$ cat config.mk
export PLATFORM = sky130hd
export DESIGN_NAME = ifetch_issue_flat
export DESIGN_NICKNAME = d
export VERILOG_FILES = /design/src/rtl/ifetch_issue_if.sv /design/src/rtl/ifetch_issue.sv /design/src/flat_wrapper.sv
export SDC_FILE = /design/constraint.sdc
export NUM_CORES = 1
export LEC_CHECK = 0
export ABC_AREA = 1
export BUFFER_PORTS_ARGS = -buffer_cell sky130_fd_sc_hd__clkbuf_2
export CAP_MARGIN = 10
export CORE_MARGIN = 1.5
export CORE_UTILIZATION = 55
export CTS_CLUSTER_SIZE = 14
export DETAILED_ROUTE_END_ITERATION = 7
export GPL_TIMING_DRIVEN = 0
export PLACE_DENSITY = 0.79
export SYNTH_ARGS = -nofsm -noshare
export SYNTH_HDL_FRONTEND = slang
export SYNTH_SLANG_ARGS = --single-unit
$ cat constraint.sdc
create_clock -name clk -period 4.9 [get_ports clk]
set_input_delay 0.49 -clock clk [delete_from_list [all_inputs] [get_ports clk]]
set_output_delay 0.49 -clock clk [all_outputs]
set_load 0.005 [all_outputs]
$ cat src/rtl/ifetch_issue_if.sv
// Fetch/issue bus bundle: instruction-memory req/gnt/rvalid, branch redirect, and decode-side valid/ready.
// master = fetch unit, slave = memory/branch/decode side.
interface ifetch_issue_if #(
  parameter int ADDR_W = 32
);
  logic              imem_req;
  logic [ADDR_W-1:0] imem_addr;
  logic              imem_gnt;
  logic              imem_rvalid;
  logic [31:0]       imem_rdata;
  logic              redir_valid;
  logic [ADDR_W-1:0] redir_pc;
  logic              out_valid;
  logic              out_ready;
  logic [ADDR_W-1:0] out_pc;
  logic [31:0]       out_instr;
  logic [5:0]        out_op;

  modport master (
    output imem_req, imem_addr, out_valid, out_pc, out_instr, out_op,
    input  imem_gnt, imem_rvalid, imem_rdata, redir_valid, redir_pc, out_ready
  );

  modport slave (
    input  imem_req, imem_addr, out_valid, out_pc, out_instr, out_op,
    output imem_gnt, imem_rvalid, imem_rdata, redir_valid, redir_pc, out_ready
  );
endinterface

$ cat src/rtl/ifetch_issue.sv
// Instruction fetch/issue unit: one outstanding imem request into a DEPTH-entry issue FIFO, flushed by redirects.
// Optional IFETCH_STATS_EN adds stat_issued / stat_flushed counters.
module ifetch_issue #(
  parameter int                ADDR_W   = 32,
  parameter logic [ADDR_W-1:0] RESET_PC = '0,
  parameter int                DEPTH    = 2
) (
  input  logic           clk,
  input  logic           rst_n,
  ifetch_issue_if.master bus
`ifdef IFETCH_STATS_EN
  ,
  output logic [31:0]    stat_issued,
  output logic [31:0]    stat_flushed
`endif
);

  localparam int PTR_W = (DEPTH > 1) ? $clog2(DEPTH) : 1;
  localparam int CNT_W = $clog2(DEPTH + 1);
  localparam logic [CNT_W-1:0] DEPTH_C = CNT_W'(DEPTH);

  typedef enum logic [1:0] {IDLE, REQ, WAIT, DROP} state_t;

  state_t            state, state_nxt;
  logic [ADDR_W-1:0] fetch_pc, fetch_pc_nxt;
  logic              pend, pend_nxt;
  logic [ADDR_W-1:0] pend_pc, pend_pc_nxt;
  logic [ADDR_W-1:0] req_pc;
  logic [ADDR_W-1:0] redir_tgt;
  logic              imem_req;
  logic              push, pop, flush;
  logic [CNT_W-1:0]  count, cnt_after;
  logic [PTR_W-1:0]  wptr, rptr;
  logic [ADDR_W-1:0] mem_pc    [DEPTH];
  logic [31:0]       mem_instr [DEPTH];

  assign flush     = bus.redir_valid;
  assign redir_tgt = {bus.redir_pc[ADDR_W-1:2], 2'b00};
  assign pop       = (count != '0) & bus.out_ready & ~flush;
  assign cnt_after = count + CNT_W'(1) - CNT_W'(pop);

  // Next-state: a redirect seen in REQ without gnt is parked in pend_pc so imem_addr stays stable until gnt.
  always_comb begin
    state_nxt    = state;
    fetch_pc_nxt = fetch_pc;
    pend_nxt     = pend;
    pend_pc_nxt  = pend_pc;
    push         = 1'b0;
    imem_req     = 1'b0;
    unique case (state)
      IDLE: begin
        if (flush) begin
          fetch_pc_nxt = redir_tgt;
          state_nxt    = REQ;
        end else if (count < DEPTH_C) begin
          state_nxt = REQ;
        end
      end
      REQ: begin
        imem_req = 1'b1;
        if (bus.imem_gnt) begin
          if (flush) begin
            fetch_pc_nxt = redir_tgt;
            pend_nxt     = 1'b0;
            state_nxt    = DROP;
          end else if (pend) begin
            fetch_pc_nxt = pend_pc;
            pend_nxt     = 1'b0;
            state_nxt    = DROP;
          end else begin
            fetch_pc_nxt = fetch_pc + ADDR_W'(4);
            state_nxt    = WAIT;
          end
        end else if (flush) begin
          pend_nxt    = 1'b1;
          pend_pc_nxt = redir_tgt;
        end
      end
      WAIT: begin
        if (flush) begin
          fetch_pc_nxt = redir_tgt;
          state_nxt    = bus.imem_rvalid ? REQ : DROP;
        end else if (bus.imem_rvalid) begin
          push      = 1'b1;
          state_nxt = (cnt_after < DEPTH_C) ? REQ : IDLE;
        end
      end
      DROP: begin
        if (flush) fetch_pc_nxt = redir_tgt;
        if (bus.imem_rvalid) state_nxt = REQ;
      end
      default: state_nxt = IDLE;
    endcase
  end

  always_ff @(posedge clk) begin
    if (!rst_n) begin
      state    <= IDLE;
      fetch_pc <= RESET_PC;
      pend     <= 1'b0;
      count    <= '0;
      wptr     <= '0;
      rptr     <= '0;
    end else begin
      state    <= state_nxt;
      fetch_pc <= fetch_pc_nxt;
      pend     <= pend_nxt;
      if (flush) begin
        count <= '0;
        wptr  <= '0;
        rptr  <= '0;
      end else begin
        if (push) wptr <= wptr + PTR_W'(1);
        if (pop)  rptr <= rptr + PTR_W'(1);
        count <= count + CNT_W'(push) - CNT_W'(pop);
      end
    end
  end

  // FIFO storage and captured request address carry no reset; out_* are gated by out_valid.
  always_ff @(posedge clk) begin
    pend_pc <= pend_pc_nxt;
    if (state == REQ && bus.imem_gnt) req_pc <= fetch_pc;
    if (push) begin
      mem_pc[wptr]    <= req_pc;
      mem_instr[wptr] <= bus.imem_rdata;
    end
  end

  assign bus.imem_req  = imem_req;
  assign bus.imem_addr = fetch_pc;
  assign bus.out_valid = (count != '0);
  assign bus.out_pc    = bus.out_valid ? mem_pc[rptr]    : '0;
  assign bus.out_instr = bus.out_valid ? mem_instr[rptr] : '0;
  assign bus.out_op    = bus.out_instr[31:26];

`ifdef IFETCH_STATS_EN
  always_ff @(posedge clk) begin
    if (!rst_n) begin
      stat_issued  <= '0;
      stat_flushed <= '0;
    end else begin
      if (pop)   stat_issued  <= stat_issued + 32'd1;
      if (flush) stat_flushed <= stat_flushed + 32'd1;
    end
  end
`endif

endmodule

$ cat src/flat_wrapper.sv
// flat-port wrapper written by rule: the top's interface ports become plain ports
module ifetch_issue_flat 
#(
  parameter int                ADDR_W   = 32,
  parameter logic [ADDR_W-1:0] RESET_PC = '0,
  parameter int                DEPTH    = 2
)
  (clk, rst_n, bus_imem_req, bus_imem_addr, bus_out_valid, bus_out_pc, bus_out_instr, bus_out_op, bus_imem_gnt, bus_imem_rvalid, bus_imem_rdata, bus_redir_valid, bus_redir_pc, bus_out_ready);
  ifetch_issue_if #(.ADDR_W(ADDR_W)) bus_i ();
  input  logic clk;
  input  logic rst_n;
  output wire logic [$bits(bus_i.imem_req)-1:0] bus_imem_req;
  output wire logic [$bits(bus_i.imem_addr)-1:0] bus_imem_addr;
  output wire logic [$bits(bus_i.out_valid)-1:0] bus_out_valid;
  output wire logic [$bits(bus_i.out_pc)-1:0] bus_out_pc;
  output wire logic [$bits(bus_i.out_instr)-1:0] bus_out_instr;
  output wire logic [$bits(bus_i.out_op)-1:0] bus_out_op;
  input wire logic [$bits(bus_i.imem_gnt)-1:0] bus_imem_gnt;
  input wire logic [$bits(bus_i.imem_rvalid)-1:0] bus_imem_rvalid;
  input wire logic [$bits(bus_i.imem_rdata)-1:0] bus_imem_rdata;
  input wire logic [$bits(bus_i.redir_valid)-1:0] bus_redir_valid;
  input wire logic [$bits(bus_i.redir_pc)-1:0] bus_redir_pc;
  input wire logic [$bits(bus_i.out_ready)-1:0] bus_out_ready;
  assign bus_imem_req = bus_i.imem_req;
  assign bus_imem_addr = bus_i.imem_addr;
  assign bus_out_valid = bus_i.out_valid;
  assign bus_out_pc = bus_i.out_pc;
  assign bus_out_instr = bus_i.out_instr;
  assign bus_out_op = bus_i.out_op;
  assign bus_i.imem_gnt = bus_imem_gnt;
  assign bus_i.imem_rvalid = bus_imem_rvalid;
  assign bus_i.imem_rdata = bus_imem_rdata;
  assign bus_i.redir_valid = bus_redir_valid;
  assign bus_i.redir_pc = bus_redir_pc;
  assign bus_i.out_ready = bus_out_ready;
  ifetch_issue #(.ADDR_W(ADDR_W), .RESET_PC(RESET_PC), .DEPTH(DEPTH)) u_core (.clk(clk), .rst_n(rst_n), .bus(bus_i));
endmodule
Word-level counts from Yosys, hierarchy flattened
Memories as Yosys holds them, arrays and structs flattened. A register that Yosys moved wholly into a read port is not among the register bits.
Cells that the tools add are included.
{"block": "op_classes", "n_shift": 0, "n_addsub": 7, "bitwise": 5, "n_eq_ne": 8, "reduce_logical": 10, "n_div": 0, "multipliers": 0, "mux": 30, "order_cmp": 2}
{"cell": "$mux W32", "n": 6}
{"cell": "$pmux W32 S2", "n": 1}
{"cell": "$add A32 B3 Y32 const B", "n": 1}
{"cell": "$mux W2", "n": 8}
{"cell": "$mux W1", "n": 14}
{"cell": "$pmux W2 S4", "n": 1}
{"cell": "$eq A2 B2 Y1 const B", "n": 2}
{"cell": "$lt A2 B2 Y1 const B", "n": 2}
{"cell": "$ne A2 B2 Y1 const B", "n": 2}
{"cell": "$reduce_and A2 Y1", "n": 2}
{"cell": "$reduce_and A4 Y1", "n": 1}
{"cell": "$reduce_bool A2 Y1", "n": 2}
{"cell": "$sub A2 B1 Y2", "n": 2}
{"cell": "$ne A3 B2 Y1 const B", "n": 1}
{"cell": "$ne A3 B3 Y1 const B", "n": 1}
{"cell": "$not A1 Y1", "n": 3}
{"cell": "$reduce_and A3 Y1", "n": 1}
{"cell": "$reduce_or A3 Y1", "n": 1}
{"cell": "$add A1 B1 Y1 const B", "n": 2}
{"cell": "$add A2 B1 Y2", "n": 1}
{"cell": "$add A2 B1 Y2 const B", "n": 1}
{"cell": "$and A1 B1 Y1", "n": 2}
{"cell": "$eq A2 B1 Y1 const B", "n": 1}
{"cell": "$logic_not A2 Y1", "n": 1}
{"cell": "other kinds (3)", "n": 3}
{"block": "word_totals", "word_cells": 72, "output_inout_bits": 104, "mem_count": 2, "ramBits": 128, "latchBits": 0, "input_bits": 70, "romBits": 0, "register_bits": 101}
{"name": "u_core.mem_instr", "words": 2, "word_bits": 32, "read_ports": 1, "rd_clocked_by_memory_dff": 1, "wr": 1, "line_no": "ifetch_issue.sv:35", "rtl": "logic [31:0] mem_instr [DEPTH];"}
{"name": "u_core.mem_pc", "words": 2, "word_bits": 32, "read_ports": 1, "rd_clocked_by_memory_dff": 1, "wr": 1, "line_no": "ifetch_issue.sv:34", "rtl": "logic [ADDR_W-1:0] mem_pc [DEPTH];"}

Depth between registers and ports, before layout
Gate-level depths: netlist of the first run.
{"block": "logic_depth", "depth_word": 9, "depth_mapped": 11, "depth_no_buf": 11}

Worst setup path before layout of the first run
OpenSTA, ideal clock, no wires.
{"block": "synth_path", "kind": "input to register", "startpoint": "in bus_redir_valid", "endpoint": "mem u_core.mem_instr[0][0], enable pin", "required_ns": 4.418, "cell_stages": 4, "t_arrival_ns": 3.495, "setup_slack_ns": 0.923, "setup_time_ns": 0.482, "cell_sequence": "buf_2 -> nor2_1 -> nand2_1 -> nor2_1"}
{"block": "synth_via", "elab_chain_len": 4}
{"element": "start, declared", "line_no": "flat_wrapper.sv:21", "rtl": "input wire logic [$bits(bus_i.redir_valid)-1:0] bus_redir_valid;"}
{"element": "$mux W1", "line_no": "ifetch_issue.sv:80", "rtl": "if (flush) begin"}
{"element": "$mux W1", "line_no": "ifetch_issue.sv:50", "rtl": "unique case (state)"}
{"element": "$mux W1", "line_no": "ifetch_issue.sv:124", "rtl": "if (push) begin"}
{"element": "$mux W1 (not written as such)", "line_no": "ifetch_issue.sv:126", "rtl": "mem_instr[wptr] <= bus.imem_rdata;"}
{"element": "end, declared", "line_no": "ifetch_issue.sv:35"}
Every way passes these cells.

Worst setup path in the final report of the first run
{"block": "layout_path", "startpoint": "reg u_core.count[1]", "endpoint": "out bus_out_op[0]"}
{"block": "layout_via", "elab_chain_len": 2}
{"element": "start, declared", "line_no": "ifetch_issue.sv:32", "rtl": "logic [CNT_W-1:0] count, cnt_after;"}
{"element": "start signal, assigned", "line_no": "ifetch_issue.sv:115", "rtl": "count <= count + CNT_W'(push) - CNT_W'(pop);"}
{"element": "$reduce_bool A2 Y1", "line_no": "ifetch_issue.sv:132", "rtl": "assign bus.out_valid = (count != '0);"}
{"element": "$mux W32", "line_no": "ifetch_issue.sv:134", "rtl": "assign bus.out_instr = bus.out_valid ? mem_instr[rptr] : '0;"}
{"element": "end, declared", "line_no": "flat_wrapper.sv:17", "rtl": "output wire logic [$bits(bus_i.out_op)-1:0] bus_out_op;"}
Every way passes these cells.

==> tab_implementation.tex, run 1 <==
\begin{tabular}{lr}
\hline
Metric & Value \\
\hline
\multicolumn{2}{l}{\textbf{Timing}} \\
\quad Fin crit period & 2.830 ns \\
\quad Period utilization & 0.5775 \\
\quad Final-report max-slew violation count & 0 \\
\quad Unrepaired setup endpoints after global routing & no \\
\quad Tightest hold margin & 0.1695 ns \\
\quad Setup\_tns & 0 ns \\
\quad Hold Fails Final Rpt & 0 \\
\quad Clock Skew & 0.009924 ns \\
\quad Tightest slew margin relative to the limit & 0.2485 \\
\quad Worst-Margin Slew & 1.126 ns \\
\quad Fmax & 353.4 MHz \\
\quad Total of endpoints with negative setup slack in the final report & 0 \\
\multicolumn{2}{l}{\textbf{Synth}} \\
\quad Per-instance average area after synthesis & 10.28 um\^{}2 \\
\quad Synthesis warning total & 0 \\
\quad Unique cell type count in the Yosys netlist & 31 \\
\quad Post-synthesis instance area & 9384 um\^{}2 \\
\quad Syn Inst Count & 913 \\
\quad Post-synthesis sequential area ratio & 0.6699 \\
\quad Flip-flop and latch count after synthesis & 222 \\
\multicolumn{2}{l}{\textbf{CTS}} \\
\quad Post-cts resize count & 0 \\
\quad \# Post-CTS Setup Buffers & 0 \\
\quad CTS root buffer & sky130\_fd\_sc\_hd\_\_clkbuf\_16 \\
\quad CTS tree & yes \\
\quad Clock sink count & 222 \\
\quad CTS clk-pin slew, worst paths & 0.06 ns \\
\quad Insertion delay of the later-clocked pin in the worst-skew pair & 0.51 ns \\
\quad Maximum clock path buffer count & 3 \\
\quad Number of hold buffers added after cts & 0 \\
\quad Maximum level of the CTS H-tree & 1 \\
\quad Clock buffer count from CTS & 23 \\
\multicolumn{2}{l}{\textbf{Layout}} \\
\quad Filler Cells Inserted & 1268 \\
\quad Most frequent cells in the layout & sky130\_fd\_sc\_hd\_\_nand2\_1, sky130\_fd\_sc\_hd\_\_edfxtp\_1, sky130\_fd\_sc\_hd\_\_clkbuf\_2, sky130\_fd\_sc\_hd\_\_a21oi\_1, sky130\_fd\_sc\_hd\_\_nor2\_1 \\
\quad Most common library cell in the layout ignoring fill and taps & sky130\_fd\_sc\_hd\_\_nand2\_1 \\
\quad Area Overhead vs Synth & 20.24\% \\
\quad Final design area excluding fillers & 11280 um\^{}2 \\
\quad Share of final-layout standard cells stronger than drive strength 1 & 0.2039 \\
\quad Final nets & 1189 \\
\quad Total inserted antenna cells & 0 \\
\multicolumn{2}{l}{\textbf{Run status}} \\
\quad Run status & finished clean \\
\multicolumn{2}{l}{\textbf{Worst setup path}} \\
\quad Maximum fanout along the worst path & 10 \\
\quad Worst-path cell chain & nor2\_1, clkbuf\_1, a21oi\_1, buf\_4, clkbuf\_2 \\
\quad Number of cells on the worst reg-to-reg path & 10 \\
\quad Crit end category & output port \\
\quad Critical Path Slowest Stage Cell & sky130\_fd\_sc\_hd\_\_nor2\_1 \\
\quad Setup slack on the worst flop-to-flop path & 2.32 ns \\
\quad Data required time of the worst path & 4.41 ns \\
\quad Reg2Reg Launch Point & u\_core.count[1] \\
\quad Critical Setup Path Class & reg2out \\
\quad Endpoint of the most critical register-to-register path & u\_core.count[1] \\
\quad Startpoint type of the worst setup path & register \\
\quad Arrival @ worst endpoint & 2.34 ns \\
\quad Stage delay of the slowest cell on the critical path & 0.67 ns \\
\multicolumn{2}{l}{\textbf{Placed design}} \\
\quad Routability congestion estimate & 0.9387 \\
\quad Number of input and output port buffers inserted & 166 \\
\quad Total placed instance area & 10580 um\^{}2 \\
\quad Post-detail-place hpwl & 15110 um \\
\multicolumn{2}{l}{\textbf{Power}} \\
\quad Lkg Pwr & 4.375 nW \\
\quad P per Cell Area & 441.5 nW/um\^{}2 \\
\quad Overall power after layout & 4.981 mW \\
\quad Switching power of the nets & 1.437 mW \\
\quad Combinational power share & 0.162 \\
\quad Flop pwr share & 0.511 \\
\quad Design internal power & 3.544 mW \\
\quad Proportion of power drawn by the clock network & 0.327 \\
\quad Sw frac & 0.2885 \\
\quad Worst supply voltage drop on vdd & 0.2932 mV \\
\multicolumn{2}{l}{\textbf{Route}} \\
\quad Antenna Nets Post-Route & 0 \\
\quad Via-to-Cell Ratio & 5.397 \\
\quad Overall via count from detail\_route & 7275 \\
\quad Number of detailed-routing iterations run before antenna repair & 6 \\
\quad Number of design rule violations left after detail routing & 0 \\
\quad Wire length after detailed routing & 21560 um \\
\quad Routed wire length per instance & 15.99 um \\
\quad Count of routing violations after the opening detailed-route iteration & 635 \\
\multicolumn{2}{l}{\textbf{Floorplanning}} \\
\quad Starting utilization of the core area & 0.5639 \\
\quad Die area & 17850 um\^{}2 \\
\quad Number of placed I/O pins & 174 \\
\quad Area of the placeable core & 16640 um\^{}2 \\
\quad Die span in x & 133.6 um \\
\quad Vert. Die Dim & 133.6 um \\
\quad Floorplan row count & 47 \\
\multicolumn{2}{l}{\textbf{Global route}} \\
\quad Vias in the first global route & 6622 \\
\quad Total congestion overflow after global routing & 0 \\
\quad Number of antenna violations at the first check in global routing & 0 \\
\quad GRT Overall Usage & 0.2383 \\
\quad Pin count of the biggest net entering global routing & 33 \\
\quad Wire length of the first global-routing pass & 33400 um \\
\multicolumn{2}{l}{\textbf{Run}} \\
\quad Maximum Capacitance Violations & 0 \\
\multicolumn{2}{l}{\textbf{Min path}} \\
\quad Cells on Worst Hold Path & 1 \\
\quad Launch point of the worst hold path & bus\_imem\_rdata[30] \\
\quad Endpoint of the worst hold path & u\_core.mem\_instr[0][30] \\
\quad Hold WC Path Type & in2reg \\
\hline
\end{tabular}
## through the flow
stage                     setup slack, ns    util  std cells
after floorplan                    0.9232       -        916
final                               2.070  0.6780       1348
after CTS                           2.032  0.6780       1348
after global placement            -0.3899  0.6310       1302
after detailed placement            2.336  0.6357       1306
after global routing                1.866  0.6780       1348
## power by group through the flow
stage,clock network [mW],registers [mW],logic (mW)
4_1_cts,1.64,2.53,0.802
6_report,1.63,2.54,0.808
5_1_grt,1.72,2.56,0.911
2_1_floorplan,0,2.49,0.503
3_3_place_gp,0,2.57,0.763
3_5_place_dp,0,2.57,0.796
## per-layer routing
layer	share of wire	global-route usage	vias up
met1	0.40	0.3188	3375
met2	0.49	0.4039	359
met4	0.023	0.06884	0
met5	0	0	-
li1	-	-	3497
met3	0.093	0.04072	44
## critical path, delay by kind of cell (launching register included)
| kind | cells | cell delay, ns |
|---|---|---|
| buf+inv | 3 | 0.68 |
| flops | 1 | 0.35 |
| compound gates | 1 | 0.13 |
| simple gates | 1 | 0.67 |
## cell usage after synthesis (all sizes together)
cell / number / area (um^2)
a211oi: 2 / 15.01
a21oi: 130 / 650.6
a31o: 1 / 8.760
buf: 15 / 98.84
clkbuf: 36 / 135.1
clkinv: 1 / 3.750
conb: 1 / 3.750
dfxtp: 38 / 760.7
edfxtp: 184 / 5525
ha: 8 / 100.1
inv: 42 / 157.7
nand2: 237 / 892.1
nand3: 34 / 180.2
nand4: 3 / 18.77
nor2: 113 / 444.2
nor3: 3 / 15.01
o21a: 1 / 7.510
o21ai: 49 / 245.2
o21bai: 2 / 15.01
o221ai: 1 / 8.760
or2: 3 / 18.77
xnor2: 6 / 52.55
xor2: 3 / 26.28
## registers in the layout, indices dropped and copies added, names as in the netlist, 2 cells and up, named ones only
signal,count
u_core.bus.imem_addr,30
u_core.count,2
u_core.mem_instr,64
u_core.mem_pc,60
u_core.pend_pc,30
u_core.req_pc,30
u_core.state,2
## worst max-delay path by stage
stage / start / endpoint / cells after the start
after floorplan: bus_redir_valid / u_core.mem_instr[0][0] / 4
after global placement: bus_redir_valid / u_core.mem_instr[1][27] / 4
after global routing: u_core.count[1] / bus_out_op[4] / 5
after CTS: u_core.count[1] / bus_out_op[0] / 5
after detailed placement: u_core.count[1] / u_core.count[1] / 10
final: u_core.count[1] / bus_out_op[0] / 5
## cell families after synthesis
group           share of synthesized area
compound gates                     0.1013
xor+xnor                         0.008400
fa+ha+maj                         0.01067
buf+inv                           0.04213
flops                              0.6699
other cells                     0.0003996
simple gates                       0.1672
## final cells by class
type / instances / area (um^2) / share of cell area
Multi-Input combinational cell: 600 / 2734 / 0.2423
Clock inverter: 10 / 73.82 / 0.006542
Sequential cell: 222 / 6286 / 0.5571
Clock buffer: 32 / 629.4 / 0.05578
Tap cell: 220 / 275.3 / 0.02440
Timing Repair Buffer: 170 / 889.6 / 0.07884
Inverter: 43 / 161.4 / 0.01430
Buffer: 51 / 234.0 / 0.02074
Power figures use the tool's default switching activity.
==> inputs of run 2 (changes only) <==
- ABC_AREA: 1 -> 0
- clock period: 4.9 -> 2.9 ns (I/O delays scaled with it)
==> tab_implementation.tex, run 2 <==
\begin{tabular}{lr}
\hline
Metric & Value \\
\hline
\multicolumn{2}{l}{\textbf{Floorplanning}} \\
\quad Starting utilization of the core area & 0.5663 \\
\quad Number of placed I/O pins & 174 \\
\quad Die span in x & 133.9 um \\
\quad Die area & 17930 um\^{}2 \\
\quad Floorplan row count & 47 \\
\quad Vert. Die Dim & 133.9 um \\
\quad Area of the placeable core & 16640 um\^{}2 \\
\multicolumn{2}{l}{\textbf{Synth}} \\
\quad Post-synthesis sequential area ratio & 0.6670 \\
\quad Synth Flop Type & sky130\_fd\_sc\_hd\_\_edfxtp\_1 \\
\quad Cell types with the highest counts after synthesis & sky130\_fd\_sc\_hd\_\_edfxtp\_1, sky130\_fd\_sc\_hd\_\_nor2\_1, sky130\_fd\_sc\_hd\_\_mux2i\_1 \\
\quad Share of synthesized registers carrying an async set or reset & 0 \\
\quad Per-instance average area after synthesis & 13.42 um\^{}2 \\
\quad Unique cell type count in the Yosys netlist & 64 \\
\quad Main area contributors after synthesis & sky130\_fd\_sc\_hd\_\_edfxtp\_1, sky130\_fd\_sc\_hd\_\_dfxtp\_1, sky130\_fd\_sc\_hd\_\_mux2i\_1 \\
\quad Synth area leader & sky130\_fd\_sc\_hd\_\_edfxtp\_1 \\
\quad Synthesis warning total & 0 \\
\quad Top cell type's share of synthesized area & 0.5863 \\
\quad Number of flops mapped to enable cells by yosys & 184 \\
\quad Syn Inst Count & 702 \\
\quad Post-synthesis instance area & 9424 um\^{}2 \\
\quad Cell with the most instances after synthesis & sky130\_fd\_sc\_hd\_\_edfxtp\_1 \\
\quad Flip-flop and latch count after synthesis & 222 \\
\multicolumn{2}{l}{\textbf{Layout}} \\
\quad Register area & 6286 um\^{}2 \\
\quad Biggest register & u\_core.mem\_instr \\
\quad Most frequent cells in the layout & sky130\_fd\_sc\_hd\_\_edfxtp\_1, sky130\_fd\_sc\_hd\_\_clkbuf\_2, sky130\_fd\_sc\_hd\_\_nor2\_1, sky130\_fd\_sc\_hd\_\_mux2i\_1, sky130\_fd\_sc\_hd\_\_dlygate4sd3\_1 \\
\quad Regs by FF count & u\_core.mem\_instr: 64 flops, u\_core.mem\_pc: 60 flops \\
\quad Number of cells in the finished layout apart from fillers & 1189 \\
\quad Max FFs per register & 64 \\
\quad Total inserted antenna cells & 0 \\
\quad Most common library cell in the layout ignoring fill and taps & sky130\_fd\_sc\_hd\_\_edfxtp\_1 \\
\quad Area Overhead vs Synth & 26.51\% \\
\quad Filler Cells Inserted & 1090 \\
\quad Share of final-layout standard cells stronger than drive strength 1 & 0.2693 \\
\quad Total area of multi-input combinational cells & 2831 um\^{}2 \\
\quad Final core utilization & 0.7164 \\
\quad Final nets & 1032 \\
\multicolumn{2}{l}{\textbf{Placed design}} \\
\quad Post-detail-place hpwl & 14790 um \\
\quad Routability congestion estimate & 0.9246 \\
\quad Setup WS pre-CTS & 0.09634 ns \\
\quad Number of instances in the placed design & 1094 \\
\quad Number of input and output port buffers inserted & 167 \\
\multicolumn{2}{l}{\textbf{Route}} \\
\quad Overall via count from detail\_route & 6856 \\
\quad Met3 wirelength from detailed routing & 2131 um \\
\quad Via-to-Cell Ratio & 5.766 \\
\quad Highest metal layer with signal wires & met4 \\
\quad Number of detailed-routing iterations run before antenna repair & 5 \\
\quad Routed wire length per instance & 19.07 um \\
\quad Antenna Nets Post-Route & 0 \\
\quad Wire length after detailed routing & 22670 um \\
\quad Met1 wire length & 8917 um \\
\quad Count of routing violations after the opening detailed-route iteration & 652 \\
\quad Detailed-routed wire length on met2 & 11030 um \\
\quad Number of design rule violations left after detail routing & 0 \\
\multicolumn{2}{l}{\textbf{Worst setup path}} \\
\quad Bufs and invs on worst path & 3 \\
\quad Data required time of the worst path & 2.61 ns \\
\quad Startpoint type of the worst setup path & register \\
\quad Top delay family on crit path & buffers and inverters \\
\quad Setup slack on the worst flop-to-flop path & 0.29 ns \\
\quad Reg2Reg Launch Point & u\_core.state[1] \\
\quad Total stage count of the critical path & 5 \\
\quad Critical Setup Path Class & reg2out \\
\quad Worst-path cell chain & clkbuf\_1, buf\_1, mux2i\_1, nor2\_1, clkbuf\_2 \\
\quad Stage delay of the slowest cell on the critical path & 0.63 ns \\
\quad Crit end category & output port \\
\quad Critical Path Slowest Stage Cell & sky130\_fd\_sc\_hd\_\_buf\_1 \\
\quad Number of cells on the worst reg-to-reg path & 8 \\
\quad Maximum fanout along the worst path & 10 \\
\quad End point of the critical path & bus\_out\_instr[4] \\
\quad Endpoint of the most critical register-to-register path & u\_core.bus.imem\_addr[7] \\
\quad Arrival @ worst endpoint & 2.41 ns \\
\multicolumn{2}{l}{\textbf{Global route}} \\
\quad Pin count of the biggest net entering global routing & 63 \\
\quad Wire length of the first global-routing pass & 34420 um \\
\quad Vias in the first global route & 6548 \\
\quad Total congestion overflow after global routing & 0 \\
\quad GRT Overall Usage & 0.2487 \\
\quad Number of antenna violations at the first check in global routing & 0 \\
\multicolumn{2}{l}{\textbf{Timing}} \\
\quad Hold Fails Final Rpt & 0 \\
\quad Period utilization & 0.9319 \\
\quad Fin crit period & 2.702 ns \\
\quad Setup\_tns & 0 ns \\
\quad Tightest slew margin relative to the limit & 0.3789 \\
\quad Final-report max-slew violation count & 0 \\
\quad Fmax & 370.0 MHz \\
\quad Total of endpoints with negative setup slack in the final report & 0 \\
\quad Clock Skew & 0.01782 ns \\
\quad Final worst slack & 0.1975 ns \\
\quad Unrepaired setup endpoints after global routing & no \\
\quad Worst-Margin Slew & 0.9295 ns \\
\multicolumn{2}{l}{\textbf{Power}} \\
\quad Overall power after layout & 8.106 mW \\
\quad Lkg Pwr & 4.364 nW \\
\quad P per Cell Area & 679.8 nW/um\^{}2 \\
\quad Worst supply voltage drop on vdd & 0.5371 mV \\
\multicolumn{2}{l}{\textbf{CTS}} \\
\quad Maximum clock path buffer count & 3 \\
\quad CTS tree & yes \\
\quad Clock sink count & 222 \\
\quad Insertion delay of the later-clocked pin in the worst-skew pair & 0.51 ns \\
\quad \# Post-CTS Setup Buffers & 0 \\
\quad CTS root buffer & sky130\_fd\_sc\_hd\_\_clkbuf\_16 \\
\quad Clock buffer count from CTS & 22 \\
\quad Maximum level of the CTS H-tree & 1 \\
\quad CTS clk-pin slew, worst paths & 0.06 ns \\
\multicolumn{2}{l}{\textbf{Run status}} \\
\quad Run status & finished clean \\
\multicolumn{2}{l}{\textbf{Run}} \\
\quad Maximum Capacitance Violations & 0 \\
\multicolumn{2}{l}{\textbf{Min path}} \\
\quad Hold WC Path Type & in2reg \\
\hline
\end{tabular}
[run 2: cell count changes after synthesis, moves of 17 or more]
cell | previous run | this run
sky130_fd_sc_hd__a21oi_1 | 130 | 24
sky130_fd_sc_hd__nand3_1 | 32 | 10
sky130_fd_sc_hd__clkbuf_1 | 36 | 18
sky130_fd_sc_hd__nor2_1 | 107 | 90
sky130_fd_sc_hd__nand2_1 | 236 | 37
sky130_fd_sc_hd__mux2i_1 | 0 | 66
sky130_fd_sc_hd__inv_1 | 41 | 13
[run 2: what timing repair did]
item | 4_1_cts | 5_1_grt
hold buffers | 56 | 0
gates resized for setup | 0 | 1
endpoints found under the hold margin | 88 | 0
setup endpoints to repair | 0 | 4
[run 2: through the flow]
stage	area (um^2)	hold WS [ns]
2_1_floorplan	9443	0.3889
3_3_place_gp	10550	0.4222
3_5_place_dp	10610	0.4304
4_1_cts	11920	0.002520
5_1_grt	11920	0.0005771
6_report	11920	0.02041
[run 2: cells by family (layout without fill, tap and decap cells)]
family / after synthesis / after routing / synth area share
AOI/OAI and AO/OA: 128 / 128 / 0.09347
xor gates and xnor gates: 12 / 12 / 0.01115
adders and majority gates: 8 / 8 / 0.01062
buffers and inverters: 62 / 326 / 0.03625
DFF: 222 / 222 / 0.6670
muxes: 67 / 67 / 0.07130
other: 1 / 4 / 0.0003979
and+or+nand+nor: 202 / 202 / 0.1098
[run 2: worst min-delay path by stage]
stage / from / to / slack [ns] / cells after the start
3_3_place_gp: u_core.req_pc[6] / u_core.mem_pc[1][6] / 0.42 / 0
5_1_grt: bus_redir_pc[10] / u_core.pend_pc[10] / 0.0006 / 1
3_5_place_dp: u_core.req_pc[25] / u_core.mem_pc[0][25] / 0.43 / 0
4_1_cts: bus_redir_pc[10] / u_core.pend_pc[10] / 0.003 / 1
2_1_floorplan: bus_imem_rdata[0] / u_core.mem_instr[0][0] / 0.39 / 0
6_report: bus_redir_pc[15] / u_core.pend_pc[15] / 0.02 / 1
[run 2: final cells by class]
type,instances,area share
buffer,49,0.02456
clock buffer,28,0.04985
clock inverter,11,0.01322
inverter,13,0.004093
multi-input combinational,421,0.2375
sequential,222,0.5272
tap,220,0.02309
timing repair buffer,225,0.1205
[run 2: routing by layer]
| layer | up-vias | GRT usage |
|---|---|---|
| met1 | 3278 | 0.3300 |
| met3 | 49 | 0.04157 |
| met4 | 0 | 0.09722 |
| met2 | 376 | 0.4132 |
| li1 | 3153 | - |
| met5 | - | 0 |
[run 2: power by group]
part           internal, mW  switching, mW  total, mW
combinational         0.466          0.692       1.16
clock                  1.81           1.13       2.94
sequential             3.75          0.256       4.01
==> inputs of run 3 (changes only) <==
- clock period: 2.9 -> 2.6 ns (I/O delays scaled with it)
==> tab_implementation.tex, run 3 (synthesized netlist as in run 2, its figures left out) <==
\begin{tabular}{lr}
\hline
Metric & Value \\
\hline
\multicolumn{2}{l}{\textbf{Min path}} \\
\quad Cells on Worst Hold Path & 4 \\
\quad Launch point of the worst hold path & bus\_out\_ready \\
\quad Endpoint of the worst hold path & u\_core.rptr \\
\quad Hold WC Path Type & in2reg \\
\multicolumn{2}{l}{\textbf{Timing}} \\
\quad Worst-Margin Slew & 0.9522 ns \\
\quad Final-report max-slew violation count & 0 \\
\quad Hold Fails Final Rpt & 0 \\
\quad Clock Skew & 0.009591 ns \\
\quad Total of endpoints with negative setup slack in the final report & 0 \\
\quad Unrepaired setup endpoints after global routing & no \\
\quad Fin crit period & 2.487 ns \\
\quad Period utilization & 0.9565 \\
\quad Fmax & 402.1 MHz \\
\quad Tightest slew margin relative to the limit & 0.3637 \\
\multicolumn{2}{l}{\textbf{Power}} \\
\quad Lkg Pwr & 4.399 nW \\
\quad Combinational power share & 0.144 \\
\quad Proportion of power drawn by the clock network & 0.361 \\
\quad Switching power of the nets & 2.375 mW \\
\quad P per Cell Area & 753.8 nW/um\^{}2 \\
\quad Sw frac & 0.2626 \\
\quad Design internal power & 6.670 mW \\
\quad Worst supply voltage drop on vdd & 0.7854 mV \\
\quad Flop pwr share & 0.495 \\
\multicolumn{2}{l}{\textbf{CTS}} \\
\quad Insertion delay of the later-clocked pin in the worst-skew pair & 0.50 ns \\
\quad \# Post-CTS Setup Buffers & 0 \\
\quad Clock buffer count from CTS & 22 \\
\quad Maximum clock path buffer count & 3 \\
\quad CTS clk-pin slew, worst paths & 0.06 ns \\
\quad CTS root buffer & sky130\_fd\_sc\_hd\_\_clkbuf\_16 \\
\quad Clock sink count & 222 \\
\quad CTS tree & yes \\
\quad Maximum level of the CTS H-tree & 1 \\
\multicolumn{2}{l}{\textbf{Floorplanning}} \\
\quad Starting utilization of the core area & 0.5663 \\
\quad Area of the placeable core & 16640 um\^{}2 \\
\quad Vert. Die Dim & 133.9 um \\
\quad Number of placed I/O pins & 174 \\
\quad Die span in x & 133.9 um \\
\quad Floorplan row count & 47 \\
\quad Die area & 17930 um\^{}2 \\
\multicolumn{2}{l}{\textbf{Route}} \\
\quad Via-to-Cell Ratio & 5.784 \\
\quad Antenna Nets Post-Route & 0 \\
\quad Routed wire length per instance & 19.86 um \\
\quad Wire length after detailed routing & 23760 um \\
\quad Number of detailed-routing iterations run before antenna repair & 5 \\
\quad Count of routing violations after the opening detailed-route iteration & 580 \\
\quad Overall via count from detail\_route & 6918 \\
\quad Number of design rule violations left after detail routing & 0 \\
\multicolumn{2}{l}{\textbf{Worst setup path}} \\
\quad Critical Path Slowest Stage Cell & sky130\_fd\_sc\_hd\_\_dfxtp\_1 \\
\quad Worst-path cell chain & buf\_2, mux2i\_1, nor2\_1, buf\_4, clkbuf\_2 \\
\quad Startpoint type of the worst setup path & register \\
\quad Stage delay of the slowest cell on the critical path & 0.69 ns \\
\quad Number of cells on the worst reg-to-reg path & 6 \\
\quad Setup slack on the worst flop-to-flop path & 0.27 ns \\
\quad Bufs and invs on worst path & 3 \\
\quad Critical Setup Path Class & reg2out \\
\quad Crit end category & output port \\
\quad Reg2Reg Launch Point & u\_core.bus.imem\_addr[2] \\
\quad Data required time of the worst path & 2.34 ns \\
\quad Arrival @ worst endpoint & 2.23 ns \\
\quad Endpoint of the most critical register-to-register path & u\_core.bus.imem\_addr[30] \\
\quad Top delay family on crit path & flip-flops \\
\quad Maximum fanout along the worst path & 10 \\
\multicolumn{2}{l}{\textbf{Placed design}} \\
\quad Number of instances in the placed design & 1095 \\
\quad Routability congestion estimate & 0.9173 \\
\quad Post-detail-place hpwl & 14830 um \\
\quad Number of input and output port buffers inserted & 167 \\
\multicolumn{2}{l}{\textbf{Layout}} \\
\quad Regs by FF count & u\_core.mem\_instr: 64 flops, u\_core.mem\_pc: 60 flops \\
\quad Max FFs per register & 64 \\
\quad Most common library cell in the layout ignoring fill and taps & sky130\_fd\_sc\_hd\_\_edfxtp\_1 \\
\quad Final nets & 1038 \\
\quad Total area of multi-input combinational cells & 2831 um\^{}2 \\
\quad Final core utilization & 0.7210 \\
\quad Biggest register & u\_core.mem\_instr \\
\quad Share of final-layout standard cells stronger than drive strength 1 & 0.2746 \\
\quad Total inserted antenna cells & 0 \\
\quad Area Overhead vs Synth & 27.32\% \\
\quad Filler Cells Inserted & 1139 \\
\quad Most frequent cells in the layout & sky130\_fd\_sc\_hd\_\_edfxtp\_1, sky130\_fd\_sc\_hd\_\_clkbuf\_2, sky130\_fd\_sc\_hd\_\_nor2\_1, sky130\_fd\_sc\_hd\_\_mux2i\_1, sky130\_fd\_sc\_hd\_\_dlygate4sd3\_1 \\
\quad Number of cells in the finished layout apart from fillers & 1196 \\
\quad Register area & 6286 um\^{}2 \\
\multicolumn{2}{l}{\textbf{Global route}} \\
\quad Number of antenna violations at the first check in global routing & 0 \\
\quad Pin count of the biggest net entering global routing & 63 \\
\quad Wire length of the first global-routing pass & 36280 um \\
\quad GRT Overall Usage & 0.2631 \\
\quad Vias in the first global route & 6766 \\
\quad Total congestion overflow after global routing & 0 \\
\multicolumn{2}{l}{\textbf{Run}} \\
\quad Maximum Capacitance Violations & 0 \\
\multicolumn{2}{l}{\textbf{Run status}} \\
\quad Run status & finished clean \\
\hline
\end{tabular}
==> run 3: cell types whose count changed in the layout (fill, tap and decap cells not counted), sizes merged <==
cell / delta
clkbuf: +3
clkinvlp: +3
dlygate4sd3: +6
clkinv: -3
inv: -1
bufinv: -2
buf: +1
==> run 3: worst max path at each step <==
stage	start	endpoint	cells past startpoint
finish	register	bus_out_op[4]	5
global route	register	bus_out_op[4]	5
CTS	u_core.count[1]	bus_out_op[4]	6
detailed placement	bus_redir_valid	u_core.pend_pc[6]	6
global placement	bus_redir_valid	u_core.pend_pc[23]	6
floorplan	u_core.state[0]	u_core.mem_instr[0][0]	5
==> run 3: area by class of cell <==
type,count,area share
Buffer,48,0.02461
Clock buffer,32,0.05495
Clock inverter,8,0.007925
Inverter,13,0.004067
Multi-Input combinational cell,421,0.2360
Sequential cell,222,0.5239
Tap cell,220,0.02294
Timing Repair Buffer,232,0.1257
==> run 3: what timing repair did <==
| item | 4_1_cts | 5_1_grt |
|---|---|---|
| gates resized for setup | 2 | 7 |
| hold buffers | 62 | 0 |
| endpoints found under the hold margin | 94 | 0 |
| setup endpoints to repair | 25 | 14 |
==> run 3: power by group through the flow <==
stage                     logic (mW)  clock network, mW  registers (mW)
after floorplan                0.728                  0            4.45
after global placement          1.15                  0            4.52
after detailed placement        1.18                  0            4.54
after CTS                       1.27               3.30            4.46
after global routing            1.41               3.43            4.50
final                           1.30               3.27            4.47
==> run 3: per-stage QoR <==
step | TNS, ns | total power [mW] | hold slack (ns) | setup slack [ns] | instance area (um^2)
floorplan | 0 | 5.175 | 0.3589 | 0.3641 | 9447
global placement | -33.64 | 5.677 | 0.4218 | -0.5988 | 10560
detailed placement | -5.147 | 5.721 | 0.4319 | -0.1746 | 10620
CTS | 0 | 9.033 | 0.1311 | 0.01433 | 11990
global route | 0 | 9.340 | 0.1652 | 0.04148 | 12000
finish | 0 | 9.045 | 0.1367 | 0.1130 | 12000
==> run 3: per-layer routing <==
metal  global-route usage  part of all wire  vias to the layer above
met1               0.3377              0.39                     3310
met4              0.09964             0.035                        0
met2               0.4590              0.50                      379
met5                    0                 0                        -
li1                     -                 -                     3155
met3              0.03326             0.077                       74
==> run 3: worst register-to-register path, cell delays in order, from the launching register on <==
cell                      delay, ns
sky130_fd_sc_hd__dfxtp_1       0.51
sky130_fd_sc_hd__ha_1          0.41
sky130_fd_sc_hd__nand2_1       0.15
sky130_fd_sc_hd__or3_1         0.44
sky130_fd_sc_hd__nor4_1        0.37
sky130_fd_sc_hd__nand4_1       0.15
sky130_fd_sc_hd__and3_1        0.19
